`src/rtl/edge_map_writer.sv`:
```
// Thresholds a raster gradient stream into a binary edge map,
// then streams the finished map out as packed bytes.
module edge_map_writer #(
  parameter int MAP_W  = 2,
  parameter int MAP_H  = 2,
  parameter int GRAD_W = 11,
  localparam int NPIX   = MAP_W * MAP_H,
  localparam int NBYTES = (NPIX + 7) / 8,
  localparam int CW     = $clog2(NPIX + 1)
) (
  input  logic              clk,
  input  logic              rst_n,
  input  logic [GRAD_W-1:0] gradient,
  input  logic              gradient_valid,
  input  logic [GRAD_W-1:0] threshold,
  output logic [7:0]        rd_data,
  output logic              rd_valid,
  input  logic              rd_ready,
  output logic              rd_last,
  output logic              frame_done,
  output logic [CW-1:0]     edge_count,
  output logic              overflow
);

  localparam int KW = (NBYTES > 1) ? $clog2(NBYTES) : 1;
  localparam int IW = KW + 3;

  localparam logic CAPTURE = 1'b0;
  localparam logic READOUT = 1'b1;

  localparam logic [IW-1:0] LAST_PIX  = IW'(NPIX - 1);
  localparam logic [KW-1:0] LAST_BYTE = KW'(NBYTES - 1);

  logic                     state;
  logic [IW-1:0]            pix;
  logic [KW-1:0]            k;
  logic [NBYTES-1:0][7:0]   map;
  logic [GRAD_W-1:0]        thr_q;
  logic [CW-1:0]            run;
  logic [GRAD_W-1:0]        thr_use;
  logic                     hit;

  // pixel 0 sees the live threshold; the rest of the frame reuses it
  assign thr_use = (pix == '0) ? threshold : thr_q;
  assign hit     = gradient >= thr_use;

  assign rd_valid = (state == READOUT);
  assign rd_last  = rd_valid && (k == LAST_BYTE);
  assign rd_data  = rd_valid ? map[k] : 8'h00;

  always_ff @(posedge clk) begin
    if (!rst_n) begin
      state      <= CAPTURE;
      pix        <= '0;
      k          <= '0;
      map        <= '0;
      thr_q      <= '0;
      run        <= '0;
      edge_count <= '0;
      frame_done <= 1'b0;
      overflow   <= 1'b0;
    end else begin
      frame_done <= 1'b0;
      unique case (state)
        CAPTURE: begin
          if (gradient_valid) begin
            map[pix[IW-1:3]][pix[2:0]] <= hit;
            if (pix == '0)
              thr_q <= threshold;
            if (pix == LAST_PIX) begin
              edge_count <= run + CW'(hit);
              run        <= '0;
              frame_done <= 1'b1;
              state      <= READOUT;
            end else begin
              pix <= pix + IW'(1);
              run <= run + CW'(hit);
            end
          end
        end
        READOUT: begin
          if (gradient_valid)
            overflow <= 1'b1;
          if (rd_ready) begin
            if (k == LAST_BYTE) begin
              k     <= '0;
              map   <= '0;
              pix   <= '0;
              state <= CAPTURE;
            end else begin
              k <= k + KW'(1);
            end
          end
        end
        default: state <= CAPTURE;
      endcase
    end
  end

endmodule

```
`config.mk`:
```
export PLATFORM = sky130hd
export DESIGN_NAME = edge_map_writer
export DESIGN_NICKNAME = d
export VERILOG_FILES = /design/src/rtl/edge_map_writer.sv
export SDC_FILE = /design/constraint.sdc
export NUM_CORES = 1
export LEC_CHECK = 0
export ABC_AREA = 1
export CORE_ASPECT_RATIO = 1.2
export CORE_MARGIN = 3
export CORE_UTILIZATION = 55
export DETAILED_ROUTE_END_ITERATION = 7
export PLACE_DENSITY = 0.82
export SYNTH_ARGS = -nofsm -noshare
export SYNTH_HDL_FRONTEND = slang
export SYNTH_SLANG_ARGS = --single-unit
```
`constraint.sdc`:
```
create_clock -name clk -period 8.5 [get_ports clk]
set_clock_uncertainty 0.15 [all_clocks]
set_input_delay 0.85 -clock clk [delete_from_list [all_inputs] [get_ports clk]]
set_output_delay 0.85 -clock clk [all_outputs]
set_load 0.005 [all_outputs]
```
==> impl_metrics.tcl <==
set metrics [dict create \
    cp.arrival_ns 3.33 \
    met3WireLength_um 236 \
    synthMuxAreaShare 0 \
    clkLatencyLatePin_ns 0.28 \
    io_buffers 40 \
    layout.nets 371 \
    final_area_um2 2415 \
    fmax_ghz 0.3050 \
    design.die.area_um2 4287 \
    antenna_left 0 \
    n_fill_cell 293 \
    grt_max_degree 26 \
    worstPathMaxFanout 20 \
    cts_root_buf "clkbuf_8" \
    coreArea_um2 3367 \
    seq_area_frac_synth 0.3295 \
    synth_top_family_by_area "simple AND/OR/NAND/NOR gates" \
    dp.cells 359 \
    worst_pin_slew_ns 0.6490 \
    clock-sinks 32 \
    synth_area_leaders "dfxtp_1, nand2_1, inv_1" \
    synth-xor-area-share 0.004505 \
    drt-initial-drc-count 128 \
    met1Wirelength_um 1689 \
    dr.max_layer_used "met4" \
    path_clk_slew_ns 0.06 \
    worst-setup-path-type "reg -> reg" \
    cp_slowest_cell "dfxtp_1" \
    antennaDiodeCount 0 \
    setup_tns_ns 0 \
    cts_resized 0 \
    cts_setup_buffers 0 \
    dpl_cell_area_um2 2337 \
    grt-ovfl-total 0 \
    grt_pass1_vias 1678 \
    die_w_um 60.28 \
    yosys.area.top_type "dfxtp_1" \
    synth_cell_type_count 25 \
    relSlewSlack 0.5668 \
    syn_nets 332 \
    outcome "completed" \
    irDropWorstVdd_v 0.0001492 \
    place.gp.congestion 0.8735 \
    rows 23 \
    register_area_um2 640.6 \
    wl_met2_um 1838 \
    final_cells 366 \
    multiInputGateArea_um2 1003 \
    netlist.area_leader.share 0.3295 \
    area_growth_pct 24.20 \
    r2r_slack_ns 5.22 \
    cp_top_family "adder cells" \
    track_usage 0.1999 \
    antenna_found_initial 0 \
    synth-compound-area-share 0.1802 \
    grt_first_pass_wirelength_um 6617 \
    holdBufCountCts 0 \
    cp-start-kind "flip-flop" \
    via_per_inst 4.932 \
    syn_avg_cell_area_um2 6.705 \
    die_h_um 71.13 \
    drc 0 \
    syn_inst 290 \
    most-common-layout-cells "nand2_1, inv_1, clkdlybuf4s50_1" \
    fin_util 0.7172 \
    htreeDepth 2 \
    p_leak_nw 1.257 \
    ioPinCount 41 \
    drt-total-wl_um 3849 \
    slowest_delay_ns 0.40 \
    cellPowerDensity_nw_per_um2 149.0 \
    min_path_type "reg -> reg" \
    clockBufferDepth 2 \
    start_util 0.5775 \
    required_ns 8.55 \
    setup_viol 0 \
    rsz0062_at_grt "false" \
    synth_simple_gate_area_frac 0.2284 \
    final.period_utilization 0.3857 \
    cp-end-kind "flip-flop" \
    tritoncts "built" \
    crit_buf_inv 4 \
    routedWlPerCell_um 10.52 \
    post_synth_fa_ha_maj_area_fraction 0.1030 \
    timing.hold.ws_ns 0.3117 \
    layout_commonest_cell "nand2_1" \
    synth_seq_cells 32 \
    vias 1805 \
    cap_violations 0 \
    drtPass1Iterations 4 \
    syn_area_um2 1944 \
    slew_viol_final 0 \
    cp_cell_sequence "inv_1, ha_1, nand2_2, o21a_1, inv_1, ha_1, nand2_1, inv_1, a21oi_1, nand2_1, nor2_2, inv_1, ha_1, ha_1, xnor2_1, a211oi_1" \
    period_minus_slack_ns 3.279 \
    yosys_warnings 0 \
    hold_viol_final 0 \
    cts_buffers 5 \
    dp_hpwl_um 2889 \
    drive_gt1_frac 0.05775 \
]
[tightest hold or removal path, cell delays in order (launching register included)]
cell	delay (ns)
dfxtp_1	0.31
nand2_1	0.06
a21oi_1	0.05
[metrics by stage]
stage	setup WS [ns]	total power, mW
2_1_floorplan	5.681	0.2317
3_3_place_gp	5.039	0.2534
3_5_place_dp	4.963	0.2557
4_1_cts	5.215	0.3639
5_1_grt	4.937	0.3831
6_report	5.221	0.3598
[synthesized netlist by cell type]
cell type  instances
a211oi_1           1
nand2_2            4
buf_4              1
inv_1             62
nor2_1            19
o21ai_0            6
buf_6              2
nand3b_1           2
o21a_1             8
buf_2              4
o21ai_1           14
inv_2              2
nor2_2             1
ha_1              16
nand2_1           70
clkbuf_1           1
nand2_4            1
a21oi_1           30
o211ai_1           2
a21oi_2            2
nor2_4             2
dfxtp_1           32
nand3_1            6
xnor2_1            1
inv_4              1
[path summary, 6_finish.rpt]
check | from | end | cells after the start
worst min-delay path | edge_count[1]$_SDFFE_PN0P_ | edge_count[1]$_SDFFE_PN0P_ | 2
worst min register to register | edge_count[1]$_SDFFE_PN0P_ | edge_count[1]$_SDFFE_PN0P_ | 2
worst max register to register | pix[1]$_SDFFE_PN0P_ | run[2]$_SDFFE_PN0P_ | 16
worst max-delay path | pix[1]$_SDFFE_PN0P_ | run[2]$_SDFFE_PN0P_ | 16
[area by class of cell]
cell class | instances | share of cell area
flip-flops and latches | 32 | 0.2653
multi-input cells | 185 | 0.4155
inverters | 65 | 0.1021
repair buffers | 40 | 0.1658
clock buffers | 6 | 0.03005
clock inverters | 1 | 0.002073
well taps | 37 | 0.01917
[sequential cells by signal, summed over array words and instances (netlist names)]
| register | flops |
|---|---|
| edge_count | 3 |
| frame_done | 1 |
| map | 8 |
| overflow | 1 |
| pix | 4 |
| rd_valid | 1 |
| run | 3 |
| thr_q | 11 |
[power by group]
group | internal [mW] | switching [mW]
clock network | 0.0555 | 0.0523
logic | 0.0396 | 0.0504
registers | 0.158 | 0.00374
total | 0.253 | 0.106
[routing by layer]
layer | GRT usage | vias up
li1 | - | 967
met1 | 0.2412 | 784
met2 | 0.3293 | 44
met3 | 0.04745 | 10
met4 | 0.08867 | 0
met5 | 0 | -
[cell families (layout without fill, tap and decap cells)]
kind of cell	Yosys count	count (layout)
AND/OR/NAND/NOR	105	105
buffers and inverters	73	112
AO/OA/AOI/OAI	63	63
flip-flops	32	32
adder cells (fa/ha/maj)	16	16
XOR/XNOR	1	1
Power figures use the tool's default switching activity.
